==> src/rtl/button_debounce_repeat_if.sv <==
// Signal bundle between the board pushbuttons / input logic and the
// debounce front end. The master side drives buttons and enable.
interface button_debounce_repeat_if #(
  parameter int NUM_BTNS = 3
);
  logic [NUM_BTNS-1:0] btn_n;
  logic                enable;
  logic [NUM_BTNS-1:0] press_pulse;
  logic [NUM_BTNS-1:0] release_pulse;
  logic [NUM_BTNS-1:0] held;
  logic                any_pulse;

  modport master (
    output btn_n,
    output enable,
    input  press_pulse,
    input  release_pulse,
    input  held,
    input  any_pulse
  );

  modport slave (
    input  btn_n,
    input  enable,
    output press_pulse,
    output release_pulse,
    output held,
    output any_pulse
  );
endinterface

==> src/rtl/button_debounce_repeat.sv <==
// Per-button synchroniser, debouncer and press/repeat/release pulse generator
// feeding the game's digit-entry and control FSMs.
module button_debounce_repeat #(
  parameter int NUM_BTNS        = 3,
  parameter int DEBOUNCE_CYCLES = 500000,
  parameter int REPEAT_DELAY    = 25000000,
  parameter int REPEAT_PERIOD   = 10000000,
  parameter bit REPEAT_EN       = 1'b1
) (
  input logic                    clk,
  input logic                    rst,
  button_debounce_repeat_if.slave bus
);

  localparam int DW   = (DEBOUNCE_CYCLES > 1) ? $clog2(DEBOUNCE_CYCLES) : 1;
  localparam int RMAX = (REPEAT_DELAY > REPEAT_PERIOD) ? REPEAT_DELAY : REPEAT_PERIOD;
  localparam int RW   = (RMAX > 1) ? $clog2(RMAX) : 1;

  localparam logic [DW-1:0] DLAST     = DW'(DEBOUNCE_CYCLES - 1);
  localparam logic [RW-1:0] RLAST_DLY = RW'(REPEAT_DELAY - 1);
  localparam logic [RW-1:0] RLAST_PER = RW'(REPEAT_PERIOD - 1);

  typedef enum logic [1:0] {
    S_RELEASED,
    S_DB_PRESS,
    S_PRESSED,
    S_DB_RELEASE
  } state_t;

  logic [NUM_BTNS-1:0] sync1_q;
  logic [NUM_BTNS-1:0] sync2_q;
  logic [NUM_BTNS-1:0] press_vec;
  logic [NUM_BTNS-1:0] release_vec;
  logic [NUM_BTNS-1:0] held_vec;

  // Two-flop synchroniser; resets to the released (high) level.
  always_ff @(posedge clk or negedge rst) begin
    if (!rst) begin
      sync1_q <= '1;
      sync2_q <= '1;
    end else begin
      sync1_q <= bus.btn_n;
      sync2_q <= sync1_q;
    end
  end

  for (genvar g = 0; g < NUM_BTNS; g++) begin : g_btn
    state_t        state_q, state_d;
    logic [DW-1:0] dcnt_q, dcnt_d;
    logic [RW-1:0] rcnt_q, rcnt_d;
    logic          first_q, first_d;
    logic          press_q, press_d;
    logic          rel_q, rel_d;
    logic          held_q, held_d;
    logic          pressed_s;
    logic          press_ev;
    logic          rel_ev;
    logic [RW-1:0] rlimit;

    assign pressed_s = ~sync2_q[g];
    assign rlimit    = first_q ? RLAST_DLY : RLAST_PER;

    always_ff @(posedge clk or negedge rst) begin
      if (!rst) begin
        state_q <= S_RELEASED;
        dcnt_q  <= '0;
        rcnt_q  <= '0;
        first_q <= 1'b0;
        press_q <= 1'b0;
        rel_q   <= 1'b0;
        held_q  <= 1'b0;
      end else begin
        state_q <= state_d;
        dcnt_q  <= dcnt_d;
        rcnt_q  <= rcnt_d;
        first_q <= first_d;
        press_q <= press_d;
        rel_q   <= rel_d;
        held_q  <= held_d;
      end
    end

    always_comb begin
      state_d  = state_q;
      dcnt_d   = dcnt_q;
      rcnt_d   = rcnt_q;
      first_d  = first_q;
      press_ev = 1'b0;
      rel_ev   = 1'b0;

      unique case (state_q)
        S_RELEASED: begin
          if (pressed_s) begin
            state_d = S_DB_PRESS;
            dcnt_d  = '0;
          end
        end

        S_DB_PRESS: begin
          if (!pressed_s) begin
            state_d = S_RELEASED;
            dcnt_d  = '0;
          end else if (dcnt_q == DLAST) begin
            state_d  = S_PRESSED;
            dcnt_d   = '0;
            rcnt_d   = '0;
            first_d  = 1'b1;
            press_ev = 1'b1;
          end else begin
            dcnt_d = dcnt_q + 1'b1;
          end
        end

        S_PRESSED: begin
          // Release detection wins over a repeat falling due on the same edge.
          if (!pressed_s) begin
            state_d = S_DB_RELEASE;
            dcnt_d  = '0;
          end else if (REPEAT_EN) begin
            if (rcnt_q == rlimit) begin
              press_ev = 1'b1;
              rcnt_d   = '0;
              first_d  = 1'b0;
            end else begin
              rcnt_d = rcnt_q + 1'b1;
            end
          end
        end

        S_DB_RELEASE: begin
          // Repeat count is frozen here so a rejected release glitch resumes it.
          if (pressed_s) begin
            state_d = S_PRESSED;
            dcnt_d  = '0;
          end else if (dcnt_q == DLAST) begin
            state_d = S_RELEASED;
            dcnt_d  = '0;
            rel_ev  = 1'b1;
          end else begin
            dcnt_d = dcnt_q + 1'b1;
          end
        end

        default: begin
          state_d = S_RELEASED;
          dcnt_d  = '0;
          rcnt_d  = '0;
          first_d = 1'b0;
        end
      endcase
    end

    assign press_d = press_ev & bus.enable;
    assign rel_d   = rel_ev & bus.enable;
    assign held_d  = (state_d == S_PRESSED) || (state_d == S_DB_RELEASE);

    assign press_vec[g]   = press_q;
    assign release_vec[g] = rel_q;
    assign held_vec[g]    = held_q;
  end

  assign bus.press_pulse   = press_vec;
  assign bus.release_pulse = release_vec;
  assign bus.held          = held_vec;
  assign bus.any_pulse     = |press_vec;

endmodule

==> src/flat_wrapper.sv <==
// flat-port wrapper written by rule: the top's interface ports become plain ports
module button_debounce_repeat_flat 
#(
  parameter int NUM_BTNS        = 3,
  parameter int DEBOUNCE_CYCLES = 500000,
  parameter int REPEAT_DELAY    = 25000000,
  parameter int REPEAT_PERIOD   = 10000000,
  parameter bit REPEAT_EN       = 1'b1
)
  (clk, rst, bus_btn_n, bus_enable, bus_press_pulse, bus_release_pulse, bus_held, bus_any_pulse);
  button_debounce_repeat_if #(.NUM_BTNS(NUM_BTNS)) bus_i ();
  input logic clk;
  input logic rst;
  input wire logic [$bits(bus_i.btn_n)-1:0] bus_btn_n;
  input wire logic [$bits(bus_i.enable)-1:0] bus_enable;
  output wire logic [$bits(bus_i.press_pulse)-1:0] bus_press_pulse;
  output wire logic [$bits(bus_i.release_pulse)-1:0] bus_release_pulse;
  output wire logic [$bits(bus_i.held)-1:0] bus_held;
  output wire logic [$bits(bus_i.any_pulse)-1:0] bus_any_pulse;
  assign bus_i.btn_n = bus_btn_n;
  assign bus_i.enable = bus_enable;
  assign bus_press_pulse = bus_i.press_pulse;
  assign bus_release_pulse = bus_i.release_pulse;
  assign bus_held = bus_i.held;
  assign bus_any_pulse = bus_i.any_pulse;
  button_debounce_repeat #(.NUM_BTNS(NUM_BTNS), .DEBOUNCE_CYCLES(DEBOUNCE_CYCLES), .REPEAT_DELAY(REPEAT_DELAY), .REPEAT_PERIOD(REPEAT_PERIOD), .REPEAT_EN(REPEAT_EN)) u_core (.clk(clk), .rst(rst), .bus(bus_i));
endmodule
==> config.mk <==
export PLATFORM = sky130hd
export DESIGN_NAME = button_debounce_repeat_flat
export DESIGN_NICKNAME = d
export VERILOG_FILES = /design/src/rtl/button_debounce_repeat_if.sv /design/src/rtl/button_debounce_repeat.sv /design/src/flat_wrapper.sv
export SDC_FILE = /design/constraint.sdc
export NUM_CORES = 1
export LEC_CHECK = 0
export ABC_CLOCK_PERIOD_IN_PS = 2700
export CAP_MARGIN = 20
export CORE_MARGIN = 2
export CORE_UTILIZATION = 40
export CTS_CLUSTER_DIAMETER = 50
export DETAILED_ROUTE_END_ITERATION = 10
export MAX_ROUTING_LAYER = met4
export PLACE_DENSITY = 0.6
export REMOVE_ABC_BUFFERS = 1
export SLEW_MARGIN = 20
export SYNTH_ARGS = -nofsm -noshare
export SYNTH_HDL_FRONTEND = slang
export SYNTH_SLANG_ARGS = --single-unit
==> constraint.sdc <==
create_clock -name clk -period 2.7 [get_ports clk]
set_input_delay 0.54 -clock clk [delete_from_list [all_inputs] [get_ports clk]]
set_output_delay 0.54 -clock clk [all_outputs]
set_load 0.02 [all_outputs]
; ---- After elaboration in Yosys (flattened, before gate mapping)
; Cells that the tools add are included.
[op_classes]
add_sub_neg = 6
n_eq_ne = 39
n_mux = 93
bitwise = 6
n_reduce_logical = 19
[ops]
columns = op, n
row1 = two-way mux 25 bit, 15
row2 = two-way mux 19 bit, 15
row3 = case mux 19 bit (4 select lines), 3
row4 = case mux 25 bit (2 select lines), 3
row5 = "adder 25 x 1 -> 25 bit, second input constant", 3
row6 = == test 25 bit, 3
row7 = "adder 19 x 1 -> 19 bit, second input constant", 3
row8 = "== test 19 bit, second input constant", 3
row9 = two-way mux 2 bit, 18
row10 = two-way mux 1 bit, 30
row11 = "== test 2 bit, second input constant", 12
row12 = case mux 2 bit (4 select lines), 3
row13 = "!= test 2 x 1 -> 1 bit, second input constant", 9
row14 = "!= test 2 bit, second input constant", 9
row15 = AND reduction 5 bit, 3
row16 = case mux 1 bit (2 select lines), 6
row17 = AND reduction 4 bit, 3
row18 = AND 1 bit, 6
row19 = "== test 2 x 1 -> 1 bit, second input constant", 3
row20 = logical NOT 2 bit, 3
row21 = AND reduction 2 bit, 3
row22 = nonzero test 2 bit, 3
row23 = logical OR 1 bit, 3
row24 = OR reduction 3 bit, 1
[totals]
ff_bits = 156
out_inout_bits = 10
word_cells = 186

; ---- Longest topological paths before layout
; Gate-level depths: netlist of the first run.
[logic_depth]
word_depth = 6
mapped_depth = 10
depth_no_buf = 7

; ---- Least setup slack after synthesis of the first run
; OpenSTA, ideal clock, no wires.
[synth_timing]
path_kind = reg2reg
from = register u_core.sync2_q[1]
to = register u_core.g_btn[1].dcnt_q[18]
setup_time_ns = 0.121
arrival_ns = 2.267
t_required_ns = 2.579
slack_ns = 0.313
stages_incl_launch_ff = 7
path_buffers = 1
synth_period_minus_slack_ns = 2.387
cell_sequence = dfstp_2 > clkbuf_1 > mux2_2 > nor4_1 > nor3b_1 > xnor2_1 > nor2_1
[synth_between]
elab_chain_cells = 2
elab_cells_between_ends = 6
[synth_lines]
columns = element, line
row1 = start: declaration, button_debounce_repeat.sv:31  ; logic [NUM_BTNS-1:0] sync2_q;
row2 = start signal: assignment, button_debounce_repeat.sv:43  ; sync2_q <= sync1_q;
row3 = two-way mux 19 bit (tied with other cells), button_debounce_repeat.sv:132  ; if (pressed_s) begin
row4 = case mux 19 bit (4 select lines) or AND reduction 2 bit (tied branches), n/a
row5 = end signal: assignment, button_debounce_repeat.sv:74  ; dcnt_q <= dcnt_d;
row6 = end: declaration, button_debounce_repeat.sv:49  ; logic [DW-1:0] dcnt_q, dcnt_d;
; Parallel ways exist; a longest one is shown, timed or not.
; A chain may end at the register's enable or synchronous reset.

; ---- Final worst setup path of the first run
[layout_timing]
from = register u_core.g_btn[2].rcnt_q[9]
to = register u_core.g_btn[2].rcnt_q[23]
[layout_between]
elab_chain_cells = 4
elab_cells_between_ends = 5
[layout_lines]
columns = element, line
row1 = start: declaration, button_debounce_repeat.sv:50  ; logic [RW-1:0] rcnt_q, rcnt_d;
row2 = start signal: assignment, button_debounce_repeat.sv:75  ; rcnt_q <= rcnt_d;
row3 = adder 25 x 1 -> 25 bit or == test 25 bit (tied branches), "button_debounce_repeat.sv:125, button_debounce_repeat.sv:120"
row4 = two-way mux 25 bit (*), button_debounce_repeat.sv:120  ; if (rcnt_q == rlimit) begin
row5 = two-way mux 25 bit (*), button_debounce_repeat.sv:116  ; if (!pressed_s) begin
row6 = case mux 25 bit (2 select lines) (*), button_debounce_repeat.sv:91  ; unique case (state_q)
; Mark *: on every way between the ends. The rest lies on a longest branch, timed or not. The select of a mux whose other input is x is not followed.

==> impl_metrics.yaml, run 1 <==
floorplanning:
  start_util_pct: 40.9
  die_x_um: 154
  die_area_um2: 23700
  row_count: 54
  die_h_um: 154
  io_pins: 16
  coreArea_um2: 22000
timing:
  slew_viol_final: 0
  period_share_pct: 88.2
  worst_slew_pin_slew_ps: 765
  min_period_ps: 2380
  setup_viol: 0
  fin_skew_ps: 11.4
  max_freq_mhz: 420
  rsz0062_at_grt: "false"
  setup_ws_ps: 318
  slew_headroom_pct: 48.8
  hold_violations: 0
placed_design:
  dp_slack_ps: 304
  place.gp.congestion: 0.811
  hpwl_mm: 13.4
  dpl_cell_area_um2: 9550
  portBuffers: 15
layout:
  fin_area_um2: 10100
  largest_register_ffs: 75
  top_register: "u_core.g_btn.rcnt_q"
  fillers: 2085
  top_regs: "u_core.g_btn.rcnt_q x75, u_core.g_btn.dcnt_q x57, u_core.g_btn.state_q x6"
  layout-drive-gt1-share_pct: 10.8
  area_delta_synth_final_pct: 12.9
  final_util_pct: 46.2
  num-nets-final: 1029
  diodes: 0
min_path:
  hold_path.class: "in2async"
worst_setup_path:
  crit_fanout: 9
  arrival_ps: 2690
  path_class: "reg2reg"
  required_ps: 3010
  startpoint_type: "flop"
  endpoint_kind: "flop"
global_routing:
  grt_pass1_vias: 7005
  overflow: 0
  grt_max_degree: 65
  track_usage_pct: 18.0
  grt_pass1_wl_mm: 34.6
  antenna_found_initial: 0
logic_synthesis:
  synth_ff_type: "dfrtp_1"
  ys_ff_latch: 156
  synth.distinct_cells: 69
  synthesis.instances: 990
  synth_edf_count: 0
  yosysWarnings: 0
  async_reset_ff_share_pct: 100
  syn_area_per_cell_um2: 9.08
  yosysSeqAreaShare_pct: 43.5
  syn-cell-area_um2: 8990
pwr:
  p_sw_mw: 1.73
  p_leak_nw: 3.97
  p_seq_share_pct: 41.3
  vdd_drop_max_mv: 0.359
  pwr-share-comb_pct: 18.3
  clockPowerShare_pct: 40.4
  p_int_mw: 4.25
  total_power_mw: 5.98
  switching_share_pct: 28.9
  pwr_density_cell_nw_per_um2: 589
flow_run:
  maxCapViolCount: 0
clock_tree:
  clkSlewWorstSetupHoldPaths_ps: 70
  cts_resized: 0
  cts_root_buf: "clkbuf_16"
  htreeDepth: 4
  cts_made_buffers: 17
  clock_latency_ps: 420
  ctsHoldBuffers: 0
  post_cts_buffers: 0
  clock_path_buffers: 2
  cts_tree: "done"
  cts_num_sinks: 156
detailed_routing:
  wl_per_cell_um: 15.4
  via_count: 7449
  vias_per_cell: 5.75
  first_iter_violations: 519
  drt-pass1-iter-count: 5
  postRouteAntennaNets: 0
  drc: 0
  drt-total-wl_mm: 19.9
status:
  run_status: "finished, final reports clean"
-- cell usage after synthesis (21+ instances only) --
master      n  area share (%)
dfrtp_1   150              42
nand2_1    81             3.4
nand3_1    70             3.9
nor2_1     68             2.8
a21oi_1    63             3.5
inv_1      43             1.8
clkbuf_1   40             1.7
nand4_1    38             2.6
o21ai_0    38             2.1
o31ai_1    32             2.7
or4_1      30             2.5
and3_1     28             1.9
xor2_1     23             2.2
ha_1       21             2.9
or3_1      21             1.5
-- through the flow --
step / cells / hold slack (ps) / TNS (ps)
2_1_floorplan: 933 / 244 / -19690
3_3_place_gp: 1263 / 345 / 0
3_5_place_dp: 1263 / 347 / 0
4_1_cts: 1295 / 16.0 / 0
5_1_grt: 1295 / 24.3 / 0
6_report: 1295 / 10.9 / 0
-- cell usage in the layout, fill, tap and decap left out, types with 5 or more instances in the layout --
| master | n |
|---|---|
| a21oi_1 | 63 |
| a22o_1 | 10 |
| a31o_2 | 8 |
| a31oi_1 | 11 |
| and2_1 | 6 |
| and3_1 | 28 |
| and4_1 | 15 |
| buf_4 | 32 |
| clkbuf_16 | 17 |
| clkdlybuf4s50_1 | 14 |
| clkinvlp_4 | 5 |
| dfrtp_1 | 150 |
| dfstp_2 | 6 |
| ha_1 | 21 |
| inv_1 | 43 |
| mux2_2 | 5 |
| mux2i_1 | 7 |
| nand2_1 | 81 |
| nand2b_1 | 9 |
| nand3_1 | 70 |
| nand4_1 | 38 |
| nand4b_1 | 5 |
| nor2_1 | 68 |
| nor3_1 | 13 |
| nor4_1 | 12 |
| o211ai_1 | 8 |
| o21ai_0 | 38 |
| o22ai_1 | 18 |
| o31ai_1 | 32 |
| or2_2 | 5 |
| or3_1 | 21 |
| or4_1 | 30 |
| xnor2_1 | 14 |
| xor2_1 | 23 |
-- layout make-up --
cell class | instances | area (um2) | share of cell area (%)
flip-flops and latches | 156 | 3910 | 38.6
clock inverters | 9 | 111 | 1.10
clock buffers | 23 | 488 | 4.81
inverters | 43 | 161 | 1.59
repair buffers | 50 | 452 | 4.45
multi-input cells | 734 | 4670 | 46.0
well taps | 280 | 350 | 3.45
-- metal layers --
metal	vias up	wire, um	global-route usage [%]
met5	-	0	-
met4	0	168	5.03
met3	13	640	3.13
met2	119	9150	27.2
met1	3598	9990	25.0
li1	3719	-	-
-- worst paths after layout --
| check | startpoint | endpoint | slack, ps | cells after the start |
|---|---|---|---|---|
| min reg2reg | u_core.sync1_q[2] | u_core.sync2_q[2] | 360 | 0 |
| max | u_core.g_btn[2].rcnt_q[9] | u_core.g_btn[2].rcnt_q[23] | 320 | 5 |
| min in group clk | u_core.sync1_q[2] | u_core.sync2_q[2] | 360 | 0 |
| max reg2reg | u_core.g_btn[2].rcnt_q[9] | u_core.g_btn[2].rcnt_q[23] | 320 | 5 |
| max in group asynchronous | rst | u_core.g_btn[0].dcnt_q[8] | 2000 | 2 |
| min | rst | u_core.g_btn[0].rcnt_q[9] | 10 | 1 |
-- cell families (layout without fill, tap and decap cells) --
kind of cell               after synthesis  in the layout  share of synthesized area [%]
adders and majority gates               21             21                           2.92
and+or+nand+nor                        429            429                           26.7
muxes                                   12             12                           1.41
xor gates and xnor gates                37             37                           3.61
DFF                                    156            156                           43.5
AOI/OAI and AO/OA                      235            235                           17.2
buffers and inverters                  100            125                           4.65
-- critical path, cell delays in order (launching register included) --
cell and delay (ps):
dfrtp_1 420, nand4b_1 190, or4_1 500, a2111o_1 530, a21oi_2 410, o21ba_2 220
-- power groups by stage --
stage | Sequential [mW] | Clock (mW) | Combinational, mW
6_report | 2.47 | 2.42 | 1.09
5_1_grt | 2.48 | 2.58 | 1.22
4_1_cts | 2.47 | 2.48 | 1.11
3_5_place_dp | 2.51 | 0 | 1.09
3_3_place_gp | 2.51 | 0 | 1.09
2_1_floorplan | 2.50 | 0 | 0.710
Note: power is estimated with default switching activity, not from simulation.
==> run 2, diff against run 1 <==
CORE_UTILIZATION = 63   (was 40)
PLACE_DENSITY = 0.85   (was 0.6)
==> impl_metrics.yaml, run 2 (same netlist as run 1, synthesis figures left out) <==
timing:
  hold_violations: 0
  rsz0062_at_grt: "false"
  worst_slew_pin_slew_ps: 912
  max_freq_mhz: 391
  setup_viol: 0
  min_period_ps: 2560
  fin_skew_ps: 8.77
  holdWs_ps: 91.0
  slew_headroom_pct: 38.6
  period_share_pct: 94.7
  setup_ws_ps: 143
  slew_viol_final: 0
worst_setup_path:
  crit_fanout: 20
  cp_slowest_cell: "or4_1"
  cp_num_buf_inv: 0
  path_class: "reg2reg"
  slowest_delay_ps: 620
  startpoint_type: "flop"
  crit_top_cell: "or4_1"
  endpoint_kind: "flop"
  arrival_ps: 2900
  required_ps: 3050
  path_cells: "or4_1 > nor3_4 > a31oi_2 > or4_1 > a21oi_1"
  crit_family: "simple AND/OR/NAND/NOR gates"
flow_run:
  maxCapViolCount: 0
clock_tree:
  cts_root_buf: "clkbuf_16"
  clock_latency_ps: 430
  htreeDepth: 4
  post_cts_buffers: 0
  cts_tree: "done"
  cts_made_buffers: 17
  cts_num_sinks: 156
  ctsHoldBuffers: 0
  clock_path_buffers: 2
  clkSlewWorstSetupHoldPaths_ps: 60
layout:
  fin_area_um2: 10100
  area_delta_synth_final_pct: 12.1
  largest_register_ffs: 75
  final_cell_mix: "dfrtp_1, nand2_1, nand3_1"
  num-nets-final: 1037
  fillers: 1005
  multi_input_area_um2: 4670
  top_regs: "u_core.g_btn.rcnt_q x75, u_core.g_btn.dcnt_q x57, u_core.g_btn.state_q x6"
  instances_no_fill: 1203
  diodes: 0
  regArea_um2: 3910
  layout-drive-gt1-share_pct: 11.8
  top_register: "u_core.g_btn.rcnt_q"
  final_common_cell: "dfrtp_1"
detailed_routing:
  postRouteAntennaNets: 0
  drt-total-wl_mm: 20.3
  vias_per_cell: 6.44
  first_iter_violations: 743
  drt-pass1-iter-count: 6
  wl_per_cell_um: 16.8
  drc: 0
  via_count: 7750
floorplanning:
  die_x_um: 123
  start_util_pct: 64.5
  row_count: 43
  coreArea_um2: 13900
  die_h_um: 123
  io_pins: 16
  die_area_um2: 15200
global_routing:
  grt_pass1_vias: 7566
  track_usage_pct: 29.1
  antenna_found_initial: 0
  overflow: 0
  grt_max_degree: 61
  grt_pass1_wl_mm: 34.6
placed_design:
  place.gp.congestion: 0.913
  hpwl_mm: 13.4
  portBuffers: 15
  dp_slack_ps: 208
  dpl_cell_area_um2: 9470
  dp.cells: 1171
pwr:
  pwr_density_cell_nw_per_um2: 597
  p_leak_nw: 4.02
  vdd_drop_max_mv: 0.515
min_path:
  hold_path.class: "in2async"
status:
  run_status: "finished, final reports clean"
-- run 2: report_power, final --
group          switching, mW  internal (mW)  total [mW]
combinational          0.715          0.400        1.11
clock                  0.986           1.44        2.43
sequential            0.0635           2.40        2.47
-- run 2: stage by stage --
stage,power [mW],utilization (%),setup TNS [ps]
2_1_floorplan,3.21,-,-19690
3_3_place_gp,3.55,67.9,0
3_5_place_dp,3.59,67.9,0
4_1_cts,6.04,72.3,0
5_1_grt,6.27,72.3,0
6_report,6.01,72.3,0
-- run 2: repair_timing --
item | in CTS | in global routing
endpoints found under the setup margin | 0 | 4
endpoints found under the hold margin | 0 | 0
resized for setup | 0 | 1
-- run 2: final timing paths --
kind,startpoint,end,slack [ps],cells past startpoint
hold / removal,rst,u_core.g_btn[0].rcnt_q[10],90,1
setup / recovery,u_core.g_btn[2].dcnt_q[5],u_core.g_btn[2].rcnt_q[21],140,5
min in group clk,u_core.sync1_q[1],u_core.sync2_q[1],360,0
hold reg to reg,u_core.sync1_q[1],u_core.sync2_q[1],360,0
max in group asynchronous,rst,u_core.g_btn[1].rcnt_q[7],1910,2
setup reg to reg,u_core.g_btn[2].dcnt_q[5],u_core.g_btn[2].rcnt_q[21],140,5
-- run 2: layout make-up --
cell class              instances  share of cell area (%)
inverters                      43                    1.60
flip-flops and latches        156                    38.8
multi-input cells             734                    46.4
clock buffers                  20                    4.63
clock inverters                12                    1.35
repair buffers                 58                    4.96
well taps                     180                    2.24
-- run 2: per-layer routing --
metal	GRT usage [%]	routed length, um	share of wire [%]
met5	-	0	0
met4	9.23	382	1.9
met3	6.27	879	4.3
met2	47.1	10000	49
met1	36.7	8970	44
==> edit 1, RTL diff (flow settings as in run 2) <==
Reset style: synchronous (`rst`), changed in 2 clocked blocks.
--- a/src/rtl/button_debounce_repeat.sv
+++ b/src/rtl/button_debounce_repeat.sv
@@ -35,5 +35,5 @@
 
   // Two-flop synchroniser; resets to the released (high) level.
-  always_ff @(posedge clk or negedge rst) begin
+  always_ff @(posedge clk) begin
     if (!rst) begin
       sync1_q <= '1;
@@ -61,5 +61,5 @@
     assign rlimit    = first_q ? RLAST_DLY : RLAST_PER;
 
-    always_ff @(posedge clk or negedge rst) begin
+    always_ff @(posedge clk) begin
       if (!rst) begin
         state_q <= S_RELEASED;
Check against the original RTL: same outputs for any inputs over 4 cycles, from zero or initial values and one cycle with rst low; that may be too few to reach the edited logic, so the function may still have changed.
==> edit 1 against run 2 <==
  * Synthesized cell count down 1.1%
  * Setup slack improved by 0.050 ns
  * Total power shrank 0.14%
  * Sequential cell count stayed put
  * Highest routed layer unchanged
  * First-iteration DRC count is 31% lower
  * Largest power group unchanged
  * Synthesized area fell by 11%
  * Via count down 8.8%
  * Wire length fell by 16%
  * Design area fell by 11%
  * Global-route usage decreased by 2.1 points
==> edit 1: results (changes against run 2) <==
- Top cells by area, synth: dfxtp_1 (39%), nor2_1 (6.1%), nand2_1 (4.8%)
- Top delay family on crit path: simple AND/OR/NAND/NOR gates
- Netlist cell types: 65 (-5.8%)
- Setup Crit Path Kind: reg2reg
- Post-synthesis sequential area ratio: 38.9% (-4.6 points)
- Nets: 1031 (-0.58%)
- Diode count: 0 (unchanged)
- Worst Hold End: u_core.sync2_q[0]
- Hpwl dp: 11600 um (-13%)
- Hold path cells: 1
- WL met3: 925 um (+5.2%)
- P_comb: 0.00126 W (+14%)
- CTS root buf: clkbuf_16
- Critical-path top delay cell: or4_4
- CTS H-tree lvls: 4 (unchanged)
- Global-route wire length before repair: 28900 um (-16%)
- GP Congestion: 0.872 (-4.5%)
- Met1 wire length: 7900 um (-12%)
- Vias: 7071 (-8.8%)
- Worst-path maximum fanout: 14 (-30%)
- Maximum vdd drop: 681 uV (+32%)
- IO Port Bufs: 15 (unchanged)
- Hold WC Path Type: reg2reg
- Post-CTS Resized: 0 (unchanged)
- GRT Total Usage: 27.0% (-2.1 points)
- Status: complete, no violations
- Placed Area: 8420 sq um (-11%)
- Reg2reg start: u_core.g_btn[0].dcnt_q[0]
- First-pass DRT Iterations: 5 (-1)
- Critical path endpoint: u_core.g_btn[0].rcnt_q[24]
- DR iter-0 viols: 511 (-31%)
- Async SR Flop Fraction: 0% (-100 points)
- Largest net degree at the start of global routing: 32 (-48%)
- Post-synth top cells: dfxtp_1 (156), nor2_1 (130), nand2_1 (102), a21oi_1 (43), o21ai_0 (40)
- Clk Latency, worst-skew pair: 0.43 ns (about the same)
- Clock skew: 0.00597 ns (-0.00280 ns)
- Number of global-route vias before repair: 6506 (-14%)
- Worst reg2reg setup slack: 0.19 ns (+0.05 ns)
- Mux contribution to synthesized area: 1.26% (-0.14 points)
- Clock buffer depth: 2 (unchanged)
- Max_slew headroom: 54.1% (+16 points)
- WL per Instance: 14.3 um (-15%)
- Metal2 WL: 7970 um (-21%)
- Xor/xnor share of the synthesized area: 8.51% (+4.9 points)
- CP max stage delay: 0.54 ns (-0.08 ns)
- Pleak: 2.93 nW (-27%)
- Initial antenna violation count: 0 (unchanged)
- Syn. warnings: 0 (unchanged)
- Worst r2r path cells: 7 (+2)
- Seq pwr share: 42.1% (+1.0 points)
- Crit path DAT: 2.87 ns (-0.03 ns)
- Int Power: 0.00417 W (-1.9%)
- TritonCTS Buffers: 17 (unchanged)
- Critical hold path startpoint: u_core.sync1_q[0]
- Layout cells sized above 1: 7.19% (-4.6 points)
- Post-synthesis adder-cell area fraction: 3.27% (+0.35 points)
- Synth Area in Compound Gates: 13.6% (-3.6 points)
- Fill count: 1007 (+0.20%)
## edit 1: final cells by class
class / instances / area (sq um) / share of cell area [%]
timing repair buffer: 49 / 405 / 4.52
sequential: 156 / 3120 / 34.8
clock buffer: 19 / 443 / 4.93
tap: 172 / 215 / 2.40
inverter: 29 / 109 / 1.21
multi-input combinational: 751 / 4580 / 51.1
clock inverter: 12 / 98.8 / 1.10
## edit 1: routing by layer
metal / GRT usage [%] / up-vias
met5: - / -
met4: 8.55 / 0
met3: 6.85 / 25
met2: 43.2 / 154
met1: 33.6 / 3350
li1: - / 3542
## edit 1: through the flow
stage	cells	hold WS, ns	total power, W	setup slack (ns)	setup TNS [ns]
after floorplan	936	0.386	0.00338	-0.138	-0.203
after global placement	1155	0.390	0.00378	0.246	0
after detailed placement	1155	0.391	0.00381	0.178	0
after CTS	1186	0.406	0.00602	0.159	0
after global routing	1188	0.424	0.00627	0.0179	0
final	1188	0.407	0.00600	0.192	0
==> edit 2, RTL diff (flow settings as in run 2) <==
Made on the original files. `REPEAT_EN` is set to 1'b1 in 2 places; all go to 1'b0.
--- a/src/rtl/button_debounce_repeat.sv
+++ b/src/rtl/button_debounce_repeat.sv
@@ -6,5 +6,5 @@
   parameter int REPEAT_DELAY    = 25000000,
   parameter int REPEAT_PERIOD   = 10000000,
-  parameter bit REPEAT_EN       = 1'b1
+  parameter bit REPEAT_EN       = 1'b0
 ) (
   input logic                    clk,
--- a/src/flat_wrapper.sv
+++ b/src/flat_wrapper.sv
@@ -6,5 +6,5 @@
   parameter int REPEAT_DELAY    = 25000000,
   parameter int REPEAT_PERIOD   = 10000000,
-  parameter bit REPEAT_EN       = 1'b1
+  parameter bit REPEAT_EN       = 1'b0
 )
   (clk, rst, bus_btn_n, bus_enable, bus_press_pulse, bus_release_pulse, bus_held, bus_any_pulse);
Behaviour: no difference found for any inputs over 4 cycles, from zero or initial values and one cycle with rst low; that may be too few to reach the edited logic, so the function may still have changed.
==> edit 2 against run 2 <==
  * Sequential cell count shrank 78
  * Synthesized area shrank 54%
  * First-iteration DRC count shrank 57%
  * Largest power group unchanged
  * Total power shrank 63%
  * Core utilization shrank 1.3 points
  * Setup slack gained 0.30 ns
  * Largest cell class unchanged
  * Design area shrank 55%
  * Wire length shrank 55%
==> edit 2: results (changes against run 2) <==
- Post-synthesis sequential area ratio: 47.2% (+3.7 points)
- Status: complete, no violations
- CP max stage delay: 0.55 ns (-0.07 ns)
- Critical-path top delay cell: clkdlybuf4s50_1
- CTS H-tree lvls: 3 (-1)
- Worst reg2reg setup slack: 0.48 ns (+0.34 ns)
- Max_slew headroom: 42.3% (+3.7 points)
- Post-place setup slack: 0.536 ns (+0.328 ns)
- FF/Latch Area: 1960 sq um (-50%)
- Xor/xnor share of the synthesized area: 1.69% (-1.9 points)
- Pleak: 1.82 nW (-55%)
- Reg clk slew, reported paths: 0.09 ns (+0.03 ns)
- Post-synthesis adder-cell area fraction: 0.904% (-2.0 points)
- Placed Area: 4300 sq um (-55%)
- Async SR Flop Fraction: 100% (unchanged)
- First-pass DRT Iterations: 5 (-1)
- Critical path endpoint: bus_any_pulse
- Fin cells: 540 (-55%)
- Largest net degree at the start of global routing: 47 (-23%)
- Largest registers: u_core.g_btn.dcnt_q x57, u_core.g_btn.state_q x6
- Top cells by area, synth: dfrtp_1 (43%), nand3_1 (5.4%), nand2_1 (4.7%)
- DR iter-0 viols: 317 (-57%)
- Routed wire length: 9170 um (-55%)
- Global-route wire length before repair: 15500 um (-55%)
- Nets: 467 (-55%)
- Maximum vdd drop: 442 uV (-14%)
- Number of global-route vias before repair: 3303 (-56%)
- TritonCTS Buffers: 9 (-8)
- Fill count: 473 (-53%)
- Post-synth top cells: dfrtp_1 (72), nand2_1 (52), nand3_1 (45), a21oi_1 (28), o21ai_0 (28)
- Netlist cell types: 48 (-30%)
- Top delay family on crit path: buffers and inverters
- DR vias/cell: 6.60 (+2.4%)
- Synth Area in Compound Gates: 12.3% (-4.9 points)
- Reg2reg end: u_core.g_btn[1].dcnt_q[16]
- EDFF count, synth: 0 (unchanged)
- F_max: 0.444 GHz (+13%)
- Cts hold-fix bufs: 0 (unchanged)
- Layout cells sized above 1: 8.42% (-3.4 points)
- Synth Instances: 452 (-54%)
- Worst-path maximum fanout: 2 (-90%)
- Hpwl dp: 6290 um (-53%)
- Hold WS: 0.171 ns (+0.0801 ns)
- Placed insts: 524 (-55%)
- Clock skew: 0.00833 ns (-0.000444 ns)
- GP Congestion: 0.954 (+4.5%)
- Mux contribution to synthesized area: 4.61% (+3.2 points)
- GRT Total Usage: 27.9% (-1.2 points)
- Clock buffer depth: 2 (unchanged)
- CTS root buf: clkbuf_8
- CP startpoint: u_core.g_btn[1].press_q
- IO Port Bufs: 15 (unchanged)
- Reg2reg start: u_core.sync2_q[1]
- Clk Latency, worst-skew pair: 0.35 ns (-0.08 ns)
- Diode count: 0 (unchanged)
- Hold WC Path Type: in2async
- Syn. warnings: 0 (unchanged)
edit 2: changes by cell type after synthesis, sizes merged, moves of 20 or more:
cell,change
a21oi,-36
and3,-21
clkbuf,-31
dfrtp,-78
inv,-29
nand2,-29
nand3,-25
nand4,-22
nor2,-46
o31ai,-30
or4,-23
xor2,-20
edit 2: per-layer routing:
layer | GRT usage (%) | up-vias | share of wire, %
met1 | 38.4 | 1746 | 44
li1 | - | 1669 | -
met4 | 10.1 | 0 | 2.1
met5 | - | - | 0
met2 | 42.4 | 128 | 48
met3 | 4.28 | 21 | 6.1
edit 2: power by group:
group          switching, W  internal [W]  total, W  leakage (nW)
Combinational     0.0000826     0.0000395  0.000122         0.656
Sequential        0.0000178       0.00119   0.00120          1.06
Clock              0.000478      0.000442  0.000920         0.103
edit 2: final cells by class:
type,count,share of cell area [%]
clock buffer,9,2.75
clock inverter,7,1.78
inverter,14,1.17
multi-input combinational,336,44.5
sequential,78,43.5
tap,77,2.14
timing repair buffer,19,4.22
